[src/rtl/ex_stage_if.sv]
// ID/EX bundle, forwarding/hazard controls and EX/MEM results of the execute stage.
// The master side drives the ID/EX inputs; the slave side is the execute stage itself.
interface ex_stage_if #(
    parameter int XLEN = 32
);
    logic            valid_e;
    logic [2:0]      alu_control_e;
    logic            alu_src_e;
    logic [XLEN-1:0] rd1_e;
    logic [XLEN-1:0] rd2_e;
    logic [XLEN-1:0] imm_e;
    logic [XLEN-1:0] pc_e;
    logic [XLEN-1:0] pc_plus4_e;
    logic [4:0]      rd_e;
    logic            reg_write_e;
    logic            mem_write_e;
    logic            branch_e;
    logic            jump_e;
    logic [1:0]      result_src_e;
    logic [1:0]      forward_a_e;
    logic [1:0]      forward_b_e;
    logic [XLEN-1:0] result_w;
    logic            stall_m;
    logic            flush_m;

    logic            pc_src_e;
    logic [XLEN-1:0] pc_target_e;
    logic            zero_e;
    logic [XLEN-1:0] alu_result_m;
    logic [XLEN-1:0] write_data_m;
    logic [XLEN-1:0] pc_plus4_m;
    logic [4:0]      rd_m;
    logic            reg_write_m;
    logic            mem_write_m;
    logic            valid_m;
    logic [1:0]      result_src_m;

    modport master (
        output valid_e, alu_control_e, alu_src_e, rd1_e, rd2_e, imm_e, pc_e, pc_plus4_e,
               rd_e, reg_write_e, mem_write_e, branch_e, jump_e, result_src_e,
               forward_a_e, forward_b_e, result_w, stall_m, flush_m,
        input  pc_src_e, pc_target_e, zero_e, alu_result_m, write_data_m, pc_plus4_m,
               rd_m, reg_write_m, mem_write_m, valid_m, result_src_m
    );

    modport slave (
        input  valid_e, alu_control_e, alu_src_e, rd1_e, rd2_e, imm_e, pc_e, pc_plus4_e,
               rd_e, reg_write_e, mem_write_e, branch_e, jump_e, result_src_e,
               forward_a_e, forward_b_e, result_w, stall_m, flush_m,
        output pc_src_e, pc_target_e, zero_e, alu_result_m, write_data_m, pc_plus4_m,
               rd_m, reg_write_m, mem_write_m, valid_m, result_src_m
    );
endinterface

[src/rtl/ex_stage.sv]
// RV32I execute stage: operand forwarding, ALU, branch/jump resolution and the
// EX/MEM pipeline register with stall and flush.
module ex_stage #(
    parameter int XLEN = 32
) (
    input  logic       clk,
    input  logic       rst_n,
    ex_stage_if.slave  bus
);

    // Forwarding select; the unused 2'b11 code falls back to the register file.
    function automatic logic [XLEN-1:0] fwd_mux(
        input logic [1:0]      sel,
        input logic [XLEN-1:0] rf_val,
        input logic [XLEN-1:0] wb_val,
        input logic [XLEN-1:0] mem_val
    );
        logic [XLEN-1:0] res;
        case (sel)
            2'b01:   res = wb_val;
            2'b10:   res = mem_val;
            default: res = rf_val;
        endcase
        return res;
    endfunction

    function automatic logic [XLEN-1:0] alu(
        input logic [2:0]      op,
        input logic [XLEN-1:0] a,
        input logic [XLEN-1:0] b
    );
        logic [XLEN-1:0] res;
        case (op)
            3'b000:  res = a + b;
            3'b001:  res = a - b;
            3'b010:  res = a & b;
            3'b011:  res = a | b;
            3'b101:  res = {{(XLEN-1){1'b0}}, ($signed(a) < $signed(b))};
            default: res = {XLEN{1'b0}};
        endcase
        return res;
    endfunction

    logic [XLEN-1:0] src_a_s;
    logic [XLEN-1:0] fwd_b_s;
    logic [XLEN-1:0] src_b_s;
    logic [XLEN-1:0] alu_result_s;
    logic            zero_s;
    logic            pc_src_s;
    logic [XLEN-1:0] pc_target_s;

    logic [XLEN-1:0] alu_result_r;
    logic [XLEN-1:0] write_data_r;
    logic [XLEN-1:0] pc_plus4_r;
    logic [4:0]      rd_r;
    logic            reg_write_r;
    logic            mem_write_r;
    logic            valid_r;
    logic [1:0]      result_src_r;

    // Operand selection, ALU and redirect decision.
    always_comb begin
        src_a_s      = {XLEN{1'b0}};
        fwd_b_s      = {XLEN{1'b0}};
        src_b_s      = {XLEN{1'b0}};
        alu_result_s = {XLEN{1'b0}};
        zero_s       = 1'b0;
        pc_src_s     = 1'b0;
        pc_target_s  = {XLEN{1'b0}};

        // alu_result_r is the live register, so a value held by a stall still forwards.
        src_a_s = fwd_mux(bus.forward_a_e, bus.rd1_e, bus.result_w, alu_result_r);
        fwd_b_s = fwd_mux(bus.forward_b_e, bus.rd2_e, bus.result_w, alu_result_r);
        if (bus.alu_src_e) begin
            src_b_s = bus.imm_e;
        end else begin
            src_b_s = fwd_b_s;
        end

        alu_result_s = alu(bus.alu_control_e, src_a_s, src_b_s);
        zero_s       = (alu_result_s == {XLEN{1'b0}});
        pc_target_s  = bus.pc_e + bus.imm_e;
        pc_src_s     = bus.valid_e & ((bus.branch_e & zero_s) | bus.jump_e);
    end

    // EX/MEM register: flush squashes side effects and beats stall; data fields hold on flush.
    always_ff @(posedge clk or negedge rst_n) begin
        if (!rst_n) begin
            alu_result_r <= {XLEN{1'b0}};
            write_data_r <= {XLEN{1'b0}};
            pc_plus4_r   <= {XLEN{1'b0}};
            rd_r         <= 5'd0;
            reg_write_r  <= 1'b0;
            mem_write_r  <= 1'b0;
            valid_r      <= 1'b0;
            result_src_r <= 2'b00;
        end else if (bus.flush_m) begin
            reg_write_r  <= 1'b0;
            mem_write_r  <= 1'b0;
            valid_r      <= 1'b0;
        end else if (!bus.stall_m) begin
            alu_result_r <= alu_result_s;
            write_data_r <= fwd_b_s;
            pc_plus4_r   <= bus.pc_plus4_e;
            rd_r         <= bus.rd_e;
            reg_write_r  <= bus.reg_write_e & bus.valid_e;
            mem_write_r  <= bus.mem_write_e & bus.valid_e;
            valid_r      <= bus.valid_e;
            result_src_r <= bus.result_src_e;
        end else begin
            alu_result_r <= alu_result_r;
            write_data_r <= write_data_r;
            pc_plus4_r   <= pc_plus4_r;
            rd_r         <= rd_r;
            reg_write_r  <= reg_write_r;
            mem_write_r  <= mem_write_r;
            valid_r      <= valid_r;
            result_src_r <= result_src_r;
        end
    end

    assign bus.pc_src_e     = pc_src_s;
    assign bus.pc_target_e  = pc_target_s;
    assign bus.zero_e       = zero_s;
    assign bus.alu_result_m = alu_result_r;
    assign bus.write_data_m = write_data_r;
    assign bus.pc_plus4_m   = pc_plus4_r;
    assign bus.rd_m         = rd_r;
    assign bus.reg_write_m  = reg_write_r;
    assign bus.mem_write_m  = mem_write_r;
    assign bus.valid_m      = valid_r;
    assign bus.result_src_m = result_src_r;

endmodule

[src/flat_wrapper.sv]
// flat-port wrapper written by rule: the top's interface ports become plain ports
module ex_stage_flat 
#(
    parameter int XLEN = 32
)
  (clk, rst_n, bus_valid_e, bus_alu_control_e, bus_alu_src_e, bus_rd1_e, bus_rd2_e, bus_imm_e, bus_pc_e, bus_pc_plus4_e, bus_rd_e, bus_reg_write_e, bus_mem_write_e, bus_branch_e, bus_jump_e, bus_result_src_e, bus_forward_a_e, bus_forward_b_e, bus_result_w, bus_stall_m, bus_flush_m, bus_pc_src_e, bus_pc_target_e, bus_zero_e, bus_alu_result_m, bus_write_data_m, bus_pc_plus4_m, bus_rd_m, bus_reg_write_m, bus_mem_write_m, bus_valid_m, bus_result_src_m);
  ex_stage_if #(.XLEN(XLEN)) bus_i ();
  input  logic clk;
  input  logic rst_n;
  input wire logic [$bits(bus_i.valid_e)-1:0] bus_valid_e;
  input wire logic [$bits(bus_i.alu_control_e)-1:0] bus_alu_control_e;
  input wire logic [$bits(bus_i.alu_src_e)-1:0] bus_alu_src_e;
  input wire logic [$bits(bus_i.rd1_e)-1:0] bus_rd1_e;
  input wire logic [$bits(bus_i.rd2_e)-1:0] bus_rd2_e;
  input wire logic [$bits(bus_i.imm_e)-1:0] bus_imm_e;
  input wire logic [$bits(bus_i.pc_e)-1:0] bus_pc_e;
  input wire logic [$bits(bus_i.pc_plus4_e)-1:0] bus_pc_plus4_e;
  input wire logic [$bits(bus_i.rd_e)-1:0] bus_rd_e;
  input wire logic [$bits(bus_i.reg_write_e)-1:0] bus_reg_write_e;
  input wire logic [$bits(bus_i.mem_write_e)-1:0] bus_mem_write_e;
  input wire logic [$bits(bus_i.branch_e)-1:0] bus_branch_e;
  input wire logic [$bits(bus_i.jump_e)-1:0] bus_jump_e;
  input wire logic [$bits(bus_i.result_src_e)-1:0] bus_result_src_e;
  input wire logic [$bits(bus_i.forward_a_e)-1:0] bus_forward_a_e;
  input wire logic [$bits(bus_i.forward_b_e)-1:0] bus_forward_b_e;
  input wire logic [$bits(bus_i.result_w)-1:0] bus_result_w;
  input wire logic [$bits(bus_i.stall_m)-1:0] bus_stall_m;
  input wire logic [$bits(bus_i.flush_m)-1:0] bus_flush_m;
  output wire logic [$bits(bus_i.pc_src_e)-1:0] bus_pc_src_e;
  output wire logic [$bits(bus_i.pc_target_e)-1:0] bus_pc_target_e;
  output wire logic [$bits(bus_i.zero_e)-1:0] bus_zero_e;
  output wire logic [$bits(bus_i.alu_result_m)-1:0] bus_alu_result_m;
  output wire logic [$bits(bus_i.write_data_m)-1:0] bus_write_data_m;
  output wire logic [$bits(bus_i.pc_plus4_m)-1:0] bus_pc_plus4_m;
  output wire logic [$bits(bus_i.rd_m)-1:0] bus_rd_m;
  output wire logic [$bits(bus_i.reg_write_m)-1:0] bus_reg_write_m;
  output wire logic [$bits(bus_i.mem_write_m)-1:0] bus_mem_write_m;
  output wire logic [$bits(bus_i.valid_m)-1:0] bus_valid_m;
  output wire logic [$bits(bus_i.result_src_m)-1:0] bus_result_src_m;
  assign bus_i.valid_e = bus_valid_e;
  assign bus_i.alu_control_e = bus_alu_control_e;
  assign bus_i.alu_src_e = bus_alu_src_e;
  assign bus_i.rd1_e = bus_rd1_e;
  assign bus_i.rd2_e = bus_rd2_e;
  assign bus_i.imm_e = bus_imm_e;
  assign bus_i.pc_e = bus_pc_e;
  assign bus_i.pc_plus4_e = bus_pc_plus4_e;
  assign bus_i.rd_e = bus_rd_e;
  assign bus_i.reg_write_e = bus_reg_write_e;
  assign bus_i.mem_write_e = bus_mem_write_e;
  assign bus_i.branch_e = bus_branch_e;
  assign bus_i.jump_e = bus_jump_e;
  assign bus_i.result_src_e = bus_result_src_e;
  assign bus_i.forward_a_e = bus_forward_a_e;
  assign bus_i.forward_b_e = bus_forward_b_e;
  assign bus_i.result_w = bus_result_w;
  assign bus_i.stall_m = bus_stall_m;
  assign bus_i.flush_m = bus_flush_m;
  assign bus_pc_src_e = bus_i.pc_src_e;
  assign bus_pc_target_e = bus_i.pc_target_e;
  assign bus_zero_e = bus_i.zero_e;
  assign bus_alu_result_m = bus_i.alu_result_m;
  assign bus_write_data_m = bus_i.write_data_m;
  assign bus_pc_plus4_m = bus_i.pc_plus4_m;
  assign bus_rd_m = bus_i.rd_m;
  assign bus_reg_write_m = bus_i.reg_write_m;
  assign bus_mem_write_m = bus_i.mem_write_m;
  assign bus_valid_m = bus_i.valid_m;
  assign bus_result_src_m = bus_i.result_src_m;
  ex_stage #(.XLEN(XLEN)) u_core (.clk(clk), .rst_n(rst_n), .bus(bus_i));
endmodule
[config.mk]
export PLATFORM = sky130hd
export DESIGN_NAME = ex_stage_flat
export DESIGN_NICKNAME = d
export VERILOG_FILES = /design/src/rtl/ex_stage_if.sv /design/src/rtl/ex_stage.sv /design/src/flat_wrapper.sv
export SDC_FILE = /design/constraint.sdc
export NUM_CORES = 1
export LEC_CHECK = 0
export ABC_CLOCK_PERIOD_IN_PS = 13700
export CAP_MARGIN = 30
export CORE_MARGIN = 1
export CORE_UTILIZATION = 53
export DETAILED_ROUTE_END_ITERATION = 8
export PLACE_DENSITY = 0.88
export SETUP_SLACK_MARGIN = 0.02
export SLEW_MARGIN = 20
export SYNTH_ARGS = -nofsm -noshare
export SYNTH_HDL_FRONTEND = slang
export SYNTH_SLANG_ARGS = --single-unit
[constraint.sdc]
create_clock -name clk -period 13.7 [get_ports clk]
set_clock_uncertainty 0.15 [all_clocks]
set_input_delay 1.37 -clock clk [delete_from_list [all_inputs] [get_ports clk]]
set_output_delay 1.37 -clock clk [all_outputs]
set_load 0.01 [all_outputs]
Word-level counts from Yosys, hierarchy flattened
Index checks and enable logic that the tools add are counted.

word-level totals
  flip-flop bits (word level) = 106
  latch bits = 0
  memory bits (writable) = 0
  bits in read-only memories = 0
  bits of input ports = 216
  word-level logic and storage cells = 43
  memories = 0

cells by class
  add/subtract/negate cells = 3
  multipliers = 0
  divide/modulo/power cells = 0
  magnitude comparators = 1
  eq/ne operators = 9
  shifts and indexed selects = 0
  multiplexer cells = 10
  bitwise logic cells = 9
  reduce and logical (&&, ||, !) cells = 3

operators with widths
  kind                number
  $pmux 32 s5         1
  $pmux 32 s2         2
  $add 32x32->32      2
  $and 32x32->32      1
  $logic_not 32->1    1
  $lt 32x32->1        1
  $mux 32             1
  $or 32x32->32       1
  $sub 32x32->32      1
  $eq 3x2->1 const B  2
  $mux 1              6
  $and 1x1->1         4
  $eq 2x1->1 const B  2
  $eq 2x2->1 const B  2
  $eq 3x1->1 const B  1
  $eq 3x3->1 const B  1
  $logic_not 3->1     1
  $ne 2x1->1 const B  1
  $not 1->1           2
  $reduce_and 2->1    1
  $or 1x1->1          1

Logic depth before layout (Yosys ltp)
  depth in word-level cells = 9
  mapped depth = 21
  depth with buffers taken out = 21

Least setup slack after synthesis
No wires, ideal clock.

  kind = input to output
  start = input bus_forward_b_e[0]
  end = output bus_pc_src_e
  data arrival time = 5.473 ns
  required time = 12.180 ns
  setup slack = 6.707 ns
  stages = 21
  path buffers = 2
  cells stage by stage = inv_1 -> ha_1 -> clkbuf_1 -> buf_1 -> a21oi_1 -> o21ai_0 -> ha_1 -> inv_1 -> fa_1 -> nand2b_1 -> a21o_2 -> a211o_1 -> a21oi_1 -> o31ai_1 -> o41ai_1 -> o211a_1 -> o211ai_1 -> nor4_1 -> and4_1 -> nand4_1 -> o21ai_1

between the ends
  word-level cells in the longest chain between the ends = 9

ends and longest elaborated chain
  what                                          RTL line            RTL
  start, declared                               flat_wrapper.sv:25  input wire logic [$bits(bus_i.forward_b_e)-1:0] bus_forward_b_e;
  $eq 2x2->1 or $eq 2x1->1 (tied branches)      ex_stage.sv:19      case (sel)
  $pmux 32 s2 (*)                               ex_stage.sv:19
  $mux 32 (*)                                   ex_stage.sv:74      if (bus.alu_src_e) begin
  $sub 32x32->32, or another cell as far along  ex_stage.sv:35      3'b001: res = a - b;
  $pmux 32 s5 (*)                               ex_stage.sv:33      case (op)
  $logic_not 32->1 (*)                          ex_stage.sv:81      zero_s = (alu_result_s == {XLEN{1'b0}});
  $and 1x1->1 (*)                               ex_stage.sv:83      pc_src_s = bus.valid_e & ((bus.branch_e & zero_s) | bus.jump_e);
  $or 1x1->1 (*)                                ex_stage.sv:83
  $and 1x1->1 (*)                               ex_stage.sv:83
  end, declared                                 flat_wrapper.sv:29  output wire logic [$bits(bus_i.pc_src_e)-1:0] bus_pc_src_e;

Every way passes the cells marked *; elsewhere a longest branch is shown, timed or not.

Final worst setup path
  start = input bus_forward_b_e[1]
  end = output bus_zero_e

between the ends
  word-level cells in the longest chain between the ends = 6

ends and longest elaborated chain
  what                                          RTL line            RTL
  $eq 2x2->1 or $eq 2x1->1 (tied branches)      ex_stage.sv:19
  $pmux 32 s2 (*)                               ex_stage.sv:19
  $mux 32 (*)                                   ex_stage.sv:74
  $sub 32x32->32, or another cell as far along  ex_stage.sv:35
  $pmux 32 s5 (*)                               ex_stage.sv:33
  $logic_not 32->1 (*)                          ex_stage.sv:81
  end, declared                                 flat_wrapper.sv:31  output wire logic [$bits(bus_i.zero_e)-1:0] bus_zero_e;

Marks and branches as above.

==> impl_summary.md <==
Status
The run finished with clean final reports.

Global route
For this run the aggregate overflow at the end of global routing stands at 0. For this run, the total global-route usage over all layers was measured as 42.3%. The number of global-route vias before repair was 13.1k.

The first-pass GRT wire length is 77.2 mm. The number of antenna violations at the first check in global routing is 3. Entering global routing, the biggest net connects 102 pins.

Clock tree
TritonCTS built the clock tree. The clock latency on the worst-skew pair is between 0.3 and 0.4 ns. After clock tree synthesis, the flow added hold-fix buffers numbering 0. Clock-pin slew was measured on the worst setup and hold paths at around 0.080 ns. The post-CTS setup buffer count is 0.

Post-CTS repair changed the size of 0 cells. The number of clock buffers inserted by TritonCTS is 9. CTS placed an instance of sky130_fd_sc_hd__clkbuf_16 at the clock tree root. The clock passes through at most 2 buffers. The clock tree synthesis step divided the H-tree into 3 levels. The tree built by TritonCTS fans out to ~110 sinks.

Worst setup path
The beginning of the worst register-to-register path is u_core.bus.alu_result_m[0]. In this run the worst path has a maximum fanout of 32. The required arrival time at the worst endpoint is 12.18 ns. Walking the worst path, the cells encountered are clkdlybuf4s50_1, ha_2, a22oi_1, nor2_1, a21oi_1, o21ai_0, ha_1, inv_1, fa_1, nand2b_1, nand2b_1, nand4_1, a21oi_1, mux2i_1, a41oi_1, a2111oi_0, nand4_1, nor4_1, and4_1, nand4_1, nor2_1, clkdlybuf4s50_1. The register-to-register path setup slack is between 8 and 9 ns. The number of cells on the worst reg-to-reg path is 17.

The critical path is of the in2out type. The launching element type of the critical path is a primary input. The library cell appearing most often on the critical path is sky130_fd_sc_hd__nand4_1. The critical register-to-register path endpoint is u_core.bus.alu_result_m[30]. Data on the critical path arrives at its endpoint at 8.26 ns.

For this run, the slowest stage of the critical path takes 0.79 ns. The largest individual stage delay along the critical path comes from the cell sky130_fd_sc_hd__a2111oi_0. STA classifies the critical path endpoint as an output port.

Min path
The worst hold path terminates at u_core.bus.rd_m[0]. The worst hold-check path type is reg2reg. The startpoint identified for the worst hold timing path is u_core.bus.rd_m[0].

The worst hold path cell count is 2.

Die
The cell row count is 55. For this configuration, the core starts out at a cell density of 53.9%. The total die area is 0.0236 mm². 356 I/O pins were placed. The die is 154 µm wide. The core outline area is 0.0226 mm².

The overall die height is 154 µm.

Synth
For this run, asynchronously set or reset flops after synthesis account for 100%. After synthesis, the cell types taking the most area are sky130_fd_sc_hd__dfrtp_1 22%, sky130_fd_sc_hd__ha_1 13%, sky130_fd_sc_hd__nand2_1 9.5%. In this run the mean area of a mapped cell was 7.19 µm².

The synthesized design contains 0 enable-type register cells. The total of warnings raised by yosys is 0. After synthesis the netlist holds a flip-flop and latch count of between 100 and 150. The most used flip-flop cell after synthesis is sky130_fd_sc_hd__dfrtp_1. The sequential area share after synthesis is a little over a fifth. Counting every net in the synthesized netlist gives 2049.

The synthesized area is 0.0122 mm². The synthesized design devotes to its leading area cell type a little over a fifth of total area. The biggest area contributor in the post-synthesis netlist is sky130_fd_sc_hd__dfrtp_1. The cell count after synthesis is 1699. The number of different library cells in the post-synthesis netlist is between 80 and 90.

Finish
At the end of the flow, the number of nets in the layout was around 2.3k. The layout has between 1.5k and 2k filler cells. From synthesis to final layout, the design area changed by 30.8%. The area of combinational cells with multiple inputs is 0.00857 mm². The total area of sequential cells is 0.00265 mm². The proportion of layout cells with a drive suffix above 1 is 3.18%.

STA
The time the final worst path needs with I/O delays and setup is about 10 ns. The number of pins exceeding their max-slew limit in the final report was 0. After routing, the total negative slack on setup checks comes to 0 ns.

The hold violation count in the final report was 0. The final cycle utilization of the critical path is a little under three quarters. Setup repair after global routing left no endpoint under its margin. The normalized max-slew margin is 32.3%. The setup-violating endpoint count in the final report is 0. At the pin with the least slew margin, the transition time is roughly 1.0 ns. Derived from the worst setup path, the maximum achievable clock frequency is roughly 100 MHz.

Run
The number of max-capacitance violations reported is 0.

Power and ir drop
The design draws 1570 µW. For this design the ratio of total power to cell area is 98.2 mW/mm². For this design the static power due to leakage is between 0.006 and 0.007 µW. The maximum vdd ir drop is 0.0661 mV.

Detailed routing
The initial detailed-routing violation count is 1819. The total via count in the routed design is roughly 15k. The iteration count of the initial detailed-routing pass is 6. The detail route stage leaves a number of antenna-violating nets equal to 0. The detail-routed net length per standard cell is 22.8 µm. Summed over all layers, the routed wires come to slightly above 50 mm. The ratio of routed vias to standard cells is between 6 and 7. The post-detailed-route DRC marker count is 0.

Place
Detailed placement ended at an HPWL of 40.9 mm. In this run the tool buffered the top-level ports with 355 buffer cells. Routability-driven placement finished with a final weighted congestion of ~1.1.
-- state kept, by name (all words and copies together) (netlist names) --
signal and flops:
u_core.bus.alu_result_m 32, u_core.bus.result_src_m 2, u_core.bus.reg_write_m 1, u_core.bus.pc_plus4_m 32, u_core.bus.valid_m 1, u_core.bus.mem_write_m 1
u_core.bus.rd_m 5, u_core.bus.write_data_m 32
-- layer usage --
layer | track usage, % | routed length [µm] | up-vias
met5 | 0 | 0 | -
met4 | 16.2 | 1840 | 0
met3 | 10.1 | 6670 | 125
met2 | 63.1 | 22300 | 1037
met1 | 58.8 | 20800 | 6801
li1 | - | - | 6563
-- power by group --
group	total, µW	switching [µW]	internal, µW
Sequential	403	43.7	360
Combinational	891	510	381
Clock	275	144	131
Total	1570	697	872
-- layout by cell type, fill, tap and decap left out, types with 4 or more instances in the layout --
master	n
sky130_fd_sc_hd__clkdlybuf4s50_1	352
sky130_fd_sc_hd__nand2_1	310
sky130_fd_sc_hd__o21ai_0	175
sky130_fd_sc_hd__a21oi_1	152
sky130_fd_sc_hd__nor2_1	135
sky130_fd_sc_hd__ha_1	130
sky130_fd_sc_hd__inv_1	115
sky130_fd_sc_hd__dfrtp_1	106
sky130_fd_sc_hd__a22oi_1	67
sky130_fd_sc_hd__xnor2_1	39
sky130_fd_sc_hd__a21o_1	28
sky130_fd_sc_hd__a211oi_1	26
sky130_fd_sc_hd__nand3_1	26
sky130_fd_sc_hd__o211ai_1	19
sky130_fd_sc_hd__nor3_1	18
sky130_fd_sc_hd__nor2b_1	16
sky130_fd_sc_hd__o21bai_1	15
sky130_fd_sc_hd__a31oi_1	13
sky130_fd_sc_hd__nand4_1	13
sky130_fd_sc_hd__buf_4	13
sky130_fd_sc_hd__o21a_1	12
sky130_fd_sc_hd__nor4_1	12
sky130_fd_sc_hd__nand2b_1	11
sky130_fd_sc_hd__xor2_1	10
sky130_fd_sc_hd__mux2i_1	10
sky130_fd_sc_hd__o31ai_1	9
sky130_fd_sc_hd__clkbuf_16	9
sky130_fd_sc_hd__a41oi_1	6
sky130_fd_sc_hd__o2111ai_1	6
sky130_fd_sc_hd__or2_2	6
sky130_fd_sc_hd__o22ai_1	6
sky130_fd_sc_hd__and2_1	5
sky130_fd_sc_hd__or4_1	5
sky130_fd_sc_hd__o41ai_1	5
sky130_fd_sc_hd__diode_2	4
sky130_fd_sc_hd__a2111oi_0	4
sky130_fd_sc_hd__and3_1	4
sky130_fd_sc_hd__o31a_1	4
sky130_fd_sc_hd__o311ai_0	4
sky130_fd_sc_hd__o221ai_1	4
-- worst max-delay path by stage --
| stage | startpoint | to | slack, ns | cells past startpoint |
|---|---|---|---|---|
| 6_report | bus_forward_b_e[1] | bus_zero_e | 3.92 | 22 |
| 5_1_grt | bus_forward_b_e[0] | bus_zero_e | 4.04 | 23 |
| 4_1_cts | bus_forward_b_e[0] | bus_zero_e | 4.18 | 21 |
| 3_5_place_dp | bus_forward_b_e[0] | bus_zero_e | 4.19 | 21 |
| 3_3_place_gp | bus_forward_b_e[0] | bus_zero_e | 4.30 | 21 |
| 2_1_floorplan | bus_forward_b_e[0] | bus_pc_src_e | 6.71 | 21 |
-- cells in the mapped netlist (5+ instances only) --
master                      instances
sky130_fd_sc_hd__nand2_1          310
sky130_fd_sc_hd__o21ai_0          175
sky130_fd_sc_hd__a21oi_1          152
sky130_fd_sc_hd__nor2_1           136
sky130_fd_sc_hd__ha_1             131
sky130_fd_sc_hd__inv_1            115
sky130_fd_sc_hd__dfrtp_1          106
sky130_fd_sc_hd__clkbuf_1          79
sky130_fd_sc_hd__a22oi_1           67
sky130_fd_sc_hd__xnor2_1           39
sky130_fd_sc_hd__a21o_1            28
sky130_fd_sc_hd__a211oi_1          26
sky130_fd_sc_hd__nand3_1           26
sky130_fd_sc_hd__o211ai_1          19
sky130_fd_sc_hd__nor3_1            18
sky130_fd_sc_hd__clkbuf_8          16
sky130_fd_sc_hd__nor2b_1           16
sky130_fd_sc_hd__o21bai_1          15
sky130_fd_sc_hd__a31oi_1           13
sky130_fd_sc_hd__nand4_1           13
sky130_fd_sc_hd__nor4_1            12
sky130_fd_sc_hd__o21a_1            12
sky130_fd_sc_hd__nand2b_1          11
sky130_fd_sc_hd__mux2i_1           10
sky130_fd_sc_hd__xor2_1            10
sky130_fd_sc_hd__o31ai_1            9
sky130_fd_sc_hd__or2_2              7
sky130_fd_sc_hd__a41oi_1            6
sky130_fd_sc_hd__o2111ai_1          6
sky130_fd_sc_hd__o22ai_1            6
sky130_fd_sc_hd__and2_1             5
sky130_fd_sc_hd__buf_1              5
sky130_fd_sc_hd__o41ai_1            5
sky130_fd_sc_hd__or4_1              5
-- worst max-delay path, delay by kind of cell --
kind | cells | cell delay (ns)
AO/OA/AOI/OAI | 6 | 2.03
AND/OR/NAND/NOR | 9 | 1.94
adder cells (fa/ha/maj) | 3 | 1.39
buffers and inverters | 3 | 1.19
multiplexers | 1 | 0.33
-- kinds of logic after synthesis --
logic type,Yosys count,share of synthesized area [%]
xor+xnor,49,3.51
buf+inv,219,8.16
mux,13,1.19
simple gates,582,20.6
fa+ha+maj,134,13.9
compound gates,596,30.9
flops,106,21.7
-- metrics by stage --
step                      hold slack (ns)  utilization [%]  area, µm²  instances  setup WS, ns
final                               0.328             70.6      16000       2268          3.92
after detailed placement            0.311             69.1      15600       2246          4.19
after global routing                0.346             70.6      16000       2267          4.04
after CTS                           0.330             70.4      15900       2262          4.18
after global placement              0.307             69.1      15600       2246          4.30
after floorplan                     0.364                -      12200       1699          6.71
-- cell type report --
cell class	instances	area share, %
repair buffers	368	22.9
clock inverters	7	0.470
flip-flops and latches	106	16.6
inverters	115	2.70
clock buffers	9	1.41
well taps	285	2.23
multi-input cells	1374	53.7
diodes	4	0.0627
(Power assumes the default switching activity.)
